### src/rtl/rf_sb_pkg.sv
// Shared types and sizing for the register-file scoreboard.
package rf_sb_pkg;
  localparam int REG_IDX_W = 5;
  localparam int NREG      = 32;
  localparam int CNT_W     = 2;
  localparam logic [CNT_W-1:0] CNT_MAX = {CNT_W{1'b1}};

  typedef logic [REG_IDX_W-1:0] reg_idx_t;
  typedef logic [CNT_W-1:0]     sb_cnt_t;
endpackage

### src/rtl/rf_sb_counter.sv
// Per-register in-flight write counter; clr wins, inc and dec together cancel.
module rf_sb_counter #(
  parameter int CNT_W = 2
) (
  input  logic             clk,
  input  logic             rstn,
  input  logic             inc,
  input  logic             dec,
  input  logic             clr,
  output logic [CNT_W-1:0] cnt,
  output logic             busy
);
  logic [CNT_W-1:0] cnt_q, cnt_d;

  always_comb begin
    cnt_d = cnt_q;
    if (clr) begin
      cnt_d = '0;
    end else if (inc && !dec) begin
      cnt_d = cnt_q + CNT_W'(1);
    end else if (dec && !inc) begin
      cnt_d = cnt_q - CNT_W'(1);
    end else begin
      cnt_d = cnt_q;
    end
  end

  always_ff @(posedge clk) begin
    if (!rstn) begin
      cnt_q <= '0;
    end else begin
      cnt_q <= cnt_d;
    end
  end

  assign cnt  = cnt_q;
  assign busy = (cnt_q != '0);
endmodule

### src/rtl/rf_scoreboard.sv
// Register scoreboard: RAW / overflow issue hold, stall counter, sticky error.
// Optional macro RF_SB_WB_BYPASS_EN lets a source issue in its writeback cycle.
module rf_scoreboard import rf_sb_pkg::*; #(
  parameter int NREG    = 32,
  parameter int CNT_W   = 2,
  parameter int STALL_W = 16
) (
  input  logic               clk,
  input  logic               rstn,
  input  logic               iss_valid,
  output logic               iss_ready,
  input  reg_idx_t           iss_rs1,
  input  reg_idx_t           iss_rs2,
  input  reg_idx_t           iss_rd,
  input  logic               iss_rd_we,
  input  logic               wb_valid,
  input  reg_idx_t           wb_rd,
  input  logic               flush,
  output logic [NREG-1:0]    busy_mask,
  output logic [STALL_W-1:0] stall_cnt,
  output logic               sb_err
);
  localparam logic [CNT_W-1:0] CNT_FULL = {CNT_W{1'b1}};

  logic [NREG-1:0][CNT_W-1:0] cnt_s;
  logic rs1_haz_s, rs2_haz_s, ovf_haz_s, ready_s, accept_s, wb_hit_s, wb_err_s;
  logic [STALL_W-1:0] stall_q, stall_d;
  logic sb_err_q, sb_err_d;

  assign cnt_s[0]     = '0;
  assign busy_mask[0] = 1'b0;

  always_comb begin
    rs1_haz_s = (iss_rs1 != REG_IDX_W'(0)) && (cnt_s[iss_rs1] != '0);
    rs2_haz_s = (iss_rs2 != REG_IDX_W'(0)) && (cnt_s[iss_rs2] != '0);
`ifdef RF_SB_WB_BYPASS_EN
    // RF writes on the falling edge, so the last pending write is readable now
    if (wb_valid && (wb_rd == iss_rs1) && (cnt_s[iss_rs1] == CNT_W'(1))) begin
      rs1_haz_s = 1'b0;
    end else begin
      rs1_haz_s = rs1_haz_s;
    end
    if (wb_valid && (wb_rd == iss_rs2) && (cnt_s[iss_rs2] == CNT_W'(1))) begin
      rs2_haz_s = 1'b0;
    end else begin
      rs2_haz_s = rs2_haz_s;
    end
`endif
    ovf_haz_s = iss_rd_we && (iss_rd != REG_IDX_W'(0)) && (cnt_s[iss_rd] == CNT_FULL);
    ready_s   = rstn && !flush && !(rs1_haz_s || rs2_haz_s || ovf_haz_s);
    accept_s  = iss_valid && ready_s;
    wb_hit_s  = wb_valid && !flush && (wb_rd != REG_IDX_W'(0));
    wb_err_s  = wb_hit_s && (cnt_s[wb_rd] == '0);
  end

  for (genvar i = 1; i < NREG; i++) begin : g_cnt
    rf_sb_counter #(.CNT_W(CNT_W)) u_cnt (
      .clk  (clk),
      .rstn (rstn),
      .inc  (accept_s && iss_rd_we && (iss_rd == REG_IDX_W'(i))),
      .dec  (wb_hit_s && (wb_rd == REG_IDX_W'(i)) && (cnt_s[i] != '0)),
      .clr  (flush),
      .cnt  (cnt_s[i]),
      .busy (busy_mask[i])
    );
  end

  always_comb begin
    stall_d  = stall_q;
    sb_err_d = sb_err_q | wb_err_s;
    if (iss_valid && !ready_s && !flush && (stall_q != {STALL_W{1'b1}})) begin
      stall_d = stall_q + STALL_W'(1);
    end else begin
      stall_d = stall_q;
    end
  end

  always_ff @(posedge clk) begin
    if (!rstn) begin
      stall_q  <= '0;
      sb_err_q <= 1'b0;
    end else begin
      stall_q  <= stall_d;
      sb_err_q <= sb_err_d;
    end
  end

  assign iss_ready = ready_s;
  assign stall_cnt = stall_q;
  assign sb_err    = sb_err_q;
endmodule

### config.mk
export PLATFORM = sky130hd
export DESIGN_NAME = rf_scoreboard
export DESIGN_NICKNAME = d
export VERILOG_FILES = /design/src/rtl/rf_sb_pkg.sv /design/src/rtl/rf_sb_counter.sv /design/src/rtl/rf_scoreboard.sv
export SDC_FILE = /design/constraint.sdc
export NUM_CORES = 1
export LEC_CHECK = 0
export CAP_MARGIN = 40
export CORE_UTILIZATION = 30
export DETAILED_ROUTE_END_ITERATION = 10
export GPL_ROUTABILITY_DRIVEN = 1
export PLACE_DENSITY = 0.44
export SYNTH_ARGS = -nofsm -noshare
export SYNTH_HDL_FRONTEND = slang
export SYNTH_SLANG_ARGS = --single-unit
### constraint.sdc
create_clock -name clk -period 5.1 [get_ports clk]
set_input_delay 1.53 -clock clk [delete_from_list [all_inputs] [get_ports clk]]
set_output_delay 1.53 -clock clk [all_outputs]
set_load 0.005 [all_outputs]
==> results of run 1 <==
## stage by stage
stage	std cells	power, W	setup WS, ps	instance area (um2)	hold WS [ps]
floorplan	700	0.000722	341	6090	462
global placement	1052	0.000813	-538	7370	465
detailed placement	1052	0.000814	-543	7370	482
CTS	1070	0.00154	5.80	7730	491
global route	1069	0.00158	60.1	7700	520
finish	1069	0.00152	156	7700	486
## cells in the final DEF, fill, tap and decap left out, drive strengths merged, types with 3 or more instances in the layout
| cell type | n |
|---|---|
| a211oi | 5 |
| nor2 | 57 |
| nor2b | 7 |
| nand3 | 46 |
| dfxtp | 79 |
| nor3 | 33 |
| a21oi | 36 |
| dlygate4sd2 | 8 |
| or2 | 26 |
| a221oi | 4 |
| o21ai | 41 |
| a2111oi | 3 |
| inv | 13 |
| mux4 | 26 |
| nand2 | 36 |
| clkbuf | 10 |
| ha | 32 |
| or3 | 37 |
| a311oi | 3 |
| nand2b | 19 |
| mux2i | 16 |
| mux2 | 6 |
| nor4 | 12 |
| nor3b | 3 |
| xor2 | 62 |
| clkdlybuf4s50 | 64 |
| buf | 82 |
| clkinv | 4 |
## flip-flops by register name, summed over array words and instances (netlist names)
name and cells:
g_cnt.u_cnt.cnt 62, stall_cnt 16, sb_err 1
## metal layers
| metal | share of wire | vias up |
|---|---|---|
| li1 | - | 2687 |
| met1 | 0.45 | 2729 |
| met2 | 0.46 | 192 |
| met3 | 0.052 | 47 |
| met4 | 0.034 | 0 |
| met5 | 0 | - |
## logic make-up after synthesis
group,count (synthesis),share of synthesized area
simple gates,290,0.260
xor+xnor,63,0.0906
other cells,1,0.000616
mux,48,0.136
buf+inv,79,0.0775
fa+ha+maj,32,0.0658
flops,79,0.260
compound gates,108,0.110
## timing repair
| item | 4_1_cts | 5_1_grt |
|---|---|---|
| buffers inserted | 1 | 0 |
| gates cloned | 1 | 0 |
| hold buffers | 0 | 0 |
| gates resized for setup | 19 | 7 |
| pin swaps | 4 | 2 |
| setup endpoints to repair | 1 | 1 |
## power by group
| group | switching, W | internal (W) |
|---|---|---|
| clock network | 0.000282 | 0.000441 |
| logic | 0.000105 | 0.0000766 |
| registers | 0.00000209 | 0.000619 |
| total | 0.000389 | 0.00114 |
## cell type report
class                           instances  share of cell area
Multi-Input combinational cell        542               0.525
Sequential cell                        79               0.205
Timing Repair Buffer                  154               0.178
Tap cell                              265              0.0431
Clock buffer                           10              0.0310
Clock inverter                          6              0.0109
Inverter                               13             0.00634
## worst paths after layout
| check | startpoint | to | slack (ps) |
|---|---|---|---|
| setup reg to reg | g_cnt[15].u_cnt.cnt[1] | g_cnt[10].u_cnt.cnt[1] | 1370 |
| hold / removal | stall_cnt[5] | stall_cnt[5] | 490 |
| hold reg to reg | stall_cnt[5] | stall_cnt[5] | 490 |
| setup / recovery | iss_rd[3] | iss_ready | 160 |
## tightest hold or removal path, stage by stage (launching register included)
cell	delay, ps
dfxtp_1	330
nand2_1	60
mux2i_1	50
==> results.tsv, run 1 <==
stage	metric	value	unit
run_status	status	finished, final reports clean	
worst_hold_path	hold_class	reg -> reg	
timing	finalSetupTns	0	ps
place	post-dp-hpwl	16.0	mm
place	port_buffers	74	
timing	fin_crit	4940	ps
worst_hold_path	holdPathStages	2	
cells_and_area	area_delta_synth_final	26.5	%
synthesis	async_reset_ff_frac	0	
detailed_routing	drtIter0Drc	347	
synthesis	netlist_area	0.00609	mm2
timing	tightestPinTransition	715	ps
run	maxCapViolCount	0	
detailed_routing	dr.pass1.iters	5	
floorplanning	ios	76	
detailed_routing	remaining_drc_errors	0	
timing	fmax	202	MHz
synthesis	syn_nets	758	
timing	rsz0062_at_grt	false	
global_route	grt_pass1_vias	5587	
synthesis	synth_area_per_cell	8.70	um2
critical_path	slowest_stage	clkdlybuf4s50_1	
cells_and_area	n_antenna_cell	0	
clocking	clk_pin_slew	60	ps
power	p_per_area	198	mW/mm2
timing	max_slew_margin	0.523	
timing	skew	6.66	ps
timing	setup_viol	0	
critical_path	crit_family	compound AO/OA/AOI/OAI gates	
critical_path	worst-r2r-cell-count	12	
timing	finalHoldViolCount	0	
clocking	cts_buffer_depth	2	
cells_and_area	layout-drive-gt1-share	0.208	
detailed_routing	postRouteAntennaNets	0	
synthesis	ys_seq_elements	79	
cells_and_area	regArea	0.00158	mm2
critical_path	critPathLaunchType	input pin	
clocking	worstSkewPairLatency	350	ps
floorplanning	die_h	144	um
power	ir_drop	0.157	mV
synthesis	netlist.top_cell.by_area	dfxtp_1	
power	leakagePower	2.93	nW
floorplanning	die_area	0.0209	mm2
detailed_routing	avgViaCountPerCell	5.29	
synthesis	yosysWarnings	0	
clocking	htree_levels	3	
synthesis	postSynthCellCount	700	
synthesis	post-synth-top-count-cell	dfxtp_1	
synthesis	synth_ff_type	dfxtp_1	
synthesis	yosys-top-cells-count	79 x dfxtp_1, 62 x xor2_1, 56 x nor2_1, 46 x nand3_1, 38 x o21ai_0	
critical_path	cp-end-kind	output pin	
floorplanning	fp.coreArea	0.0197	mm2
global_route	grt_use_met2	0.330	
cells_and_area	layout.nets	857	
critical_path	worst-path-stages	8	
global_route	antenna_found_initial	0	
clocking	cts_root_buf	clkbuf_16	
synthesis	yosys-top-cells-area	dfxtp_1 26%, xor2_1 8.9%, mux4_2 8.1%	
detailed_routing	routed_wl	20.7	mm
synthesis	synth_cell_type_count	63	
detailed_routing	vias	5655	
timing	slew_violations	0	
global_route	grt_overflow	0	
clocking	cts_tree	yes	
critical_path	worstPathCellList	clkdlybuf4s50_1, nand2b_1, a311oi_1, o211ai_1, o31a_1, o221ai_2, nor2_2, buf_2	
global_route	grt-busiest-layer	met2	
global_route	use_met1	0.269	
global_route	grt_util_met3	0.0308	
cells_and_area	fill_cells	2064	
clocking	numCtsBuffers	9	
cells_and_area	post-route-util	0.392	
floorplanning	start_util	0.310	
critical_path	cp.arrival	3410	ps
floorplanning	rows	51	
synthesis	ys_seq_area_frac	0.260	
synthesis	synth_edf_count	0	
critical_path	critPathMaxFanout	6	
global_route	track_usage	0.206	
global_route	grt_pass1_wl	31.6	mm
detailed_routing	avgRoutedWirePerCell	19.3	um
clocking	clock_sinks	79	
place	gp_congestion	0.896	
synthesis	synth_top_area_share	0.260	
floorplanning	die_x	144	um
critical_path	crit_path_max_incr_delay	640	ps
critical_path	path_class	in -> out	
timing	fin_crit_sh	0.969	
critical_path	required	3570	ps
cells_and_area	multiInputGateArea	0.00405	mm2
global_route	grt_max_degree	63	
critical_path	path_buf_inv	2	
(Power assumes the default switching activity.)
==> run 2, diff against run 1 <==
Settings changed: ABC_CLOCK_PERIOD_IN_PS from default to 5100, MAX_ROUTING_LAYER from default to met4.
==> run 2 against run 1 <==
Compared with the run above:
- utilization grew 0.15 points
- power shrank 4.6%
- clock power shrank 11%
- sequential cell count is the same
- critical path depth grew 1
- largest cell class unchanged
- critical endpoint unchanged
- worst hold slack is essentially flat
- die area is the same
- maximum frequency shrank 1.4%
==> results.tsv, run 2 (synthesis gave the netlist of run 1 again) <==
stage	metric	value	unit
critical_path	critPathMaxFanout	8	
floorplanning	start_util	0.310	
floorplanning	die_h	144	um
detailed_routing	postRouteAntennaNets	0	
global_route	grt_pass1_wl	32.0	mm
detailed_routing	avgRoutedWirePerCell	19.5	um
timing	finalSetupTns	0	ps
critical_path	r2r_end	g_cnt[10].u_cnt.cnt[1]	
floorplanning	die_area	0.0209	mm2
clocking	clk_pin_slew	60	ps
cells_and_area	layout-drive-gt1-share	0.214	
worst_hold_path	hp-start	stall_cnt[5]	
cells_and_area	largest_register_ff_count	62	
critical_path	path_class	in -> out	
timing	worst_slack	87.5	ps
global_route	grt_max_degree	63	
timing	setup_viol	0	
cells_and_area	final_cell_mix	79 x dfxtp_1, 77 x buf_4, 66 x clkdlybuf4s50_1	
floorplanning	ios	76	
critical_path	r2r_slack	1390	ps
global_route	grt_pass1_vias	5772	
run_status	status	finished, final reports clean	
critical_path	worst-r2r-cell-count	13	
power	leakagePower	2.95	nW
floorplanning	die_x	144	um
worst_hold_path	hold_class	reg -> reg	
timing	max_slew_margin	0.538	
critical_path	crit_path_max_incr_delay	500	ps
place	place_ws	-561	ps
timing	slew_violations	0	
floorplanning	fp.coreArea	0.0197	mm2
clocking	cts_buffer_depth	2	
timing	finalHoldViolCount	0	
detailed_routing	avgViaCountPerCell	5.34	
clocking	clock_sinks	79	
run	maxCapViolCount	0	
critical_path	cp-end-kind	output pin	
cells_and_area	area_delta_synth_final	26.9	%
timing	skew	6.59	ps
detailed_routing	vias	5723	
critical_path	crit_path_start	iss_rd[0]	
timing	rsz0062_at_grt	false	
cells_and_area	layout.nets	860	
timing	fin_crit	5010	ps
global_route	grt_overflow	0	
timing	fin_crit_sh	0.983	
worst_hold_path	holdPathStages	2	
place	port_buffers	74	
clocking	cts_tree	yes	
clocking	hold_buffers	0	
critical_path	slowest_stage	mux4_2	
clocking	numCtsBuffers	9	
critical_path	critPathLaunchType	input pin	
detailed_routing	routed_wl	21.0	mm
cells_and_area	n_antenna_cell	0	
floorplanning	rows	51	
timing	fmax	200	MHz
worst_hold_path	min_to	stall_cnt[5]	
clocking	worstSkewPairLatency	350	ps
place	gp_congestion	0.883	
place	post-dp-hpwl	16.2	mm
critical_path	reg2reg_from	g_cnt[26].u_cnt.cnt[0]	
critical_path	required	3570	ps
critical_path	cp.arrival	3480	ps
detailed_routing	remaining_drc_errors	0	
clocking	cts_root_buf	clkbuf_16	
global_route	antenna_found_initial	0	
critical_path	crit_family	compound AO/OA/AOI/OAI gates	
cells_and_area	layout_commonest_cell	dfxtp_1	
clocking	htree_levels	3	
power	p_per_area	188	mW/mm2
detailed_routing	dr.pass1.iters	4	
power	ir_drop	0.172	mV
global_route	track_usage	0.214	
detailed_routing	drtIter0Drc	315	
critical_path	path_buf_inv	3	
critical_path	worstPathCellList	buf_6, bufbuf_16, nand3_1, o21ai_0, mux4_2, a2111oi_4, o221ai_2, nor2_2, buf_2	
timing	tightestPinTransition	693	ps
[run 2: worst min-delay path: stages, from the launching register on]
cell     delay (ps)
dfxtp_1         330
nand2_1          60
mux2i_1          50
[run 2: what timing repair did]
| item | in CTS | in global routing |
|---|---|---|
| setup endpoints to repair | 1 | 1 |
| cloned | 1 | 0 |
| buffers inserted | 3 | 0 |
| gates resized for setup | 21 | 6 |
| pin swaps | 5 | 2 |
[run 2: stage by stage]
step,instances,hold slack [ps],total power (W),utilization,instance area (um2)
2_1_floorplan,700,462,0.000722,-,6090
3_3_place_gp,1052,466,0.000813,0.375,7370
3_5_place_dp,1052,477,0.000815,0.375,7370
4_1_cts,1072,486,0.00148,0.393,7720
5_1_grt,1072,513,0.00151,0.393,7730
6_report,1072,486,0.00145,0.393,7730
[run 2: final cells by class]
type / instances / area [um2]
multi-input cells: 542 / 4050
well taps: 265 / 332
clock buffers: 9 / 225
repair buffers: 157 / 1420
clock inverters: 7 / 63.8
flip-flops and latches: 79 / 1580
fillers: 2063 / 11900
inverters: 13 / 48.8
[run 2: metal layers]
layer  part of all wire  wire (um)  up-vias  track usage
met1               0.44       9230     2793        0.261
li1                   -          -     2697            -
met2               0.48      10100      196        0.357
met4              0.022        469        0       0.0693
met5                  0          0        -            -
met3              0.053       1120       37       0.0344
[run 2: how the worst max path moves through the flow]
stage	depth (start not counted)	slack (ps)	end
2_1_floorplan	8	340	iss_ready
3_3_place_gp	9	-530	iss_ready
3_5_place_dp	8	-560	iss_ready
4_1_cts	9	20	iss_ready
5_1_grt	7	10	iss_ready
6_report	9	90	iss_ready
[run 2: where the power goes]
group          internal (W)  switching, W  leakage, nW
combinational     0.0000811      0.000106         2.17
clock              0.000376      0.000271        0.149
sequential         0.000619    0.00000199        0.636
total               0.00108      0.000379         2.95
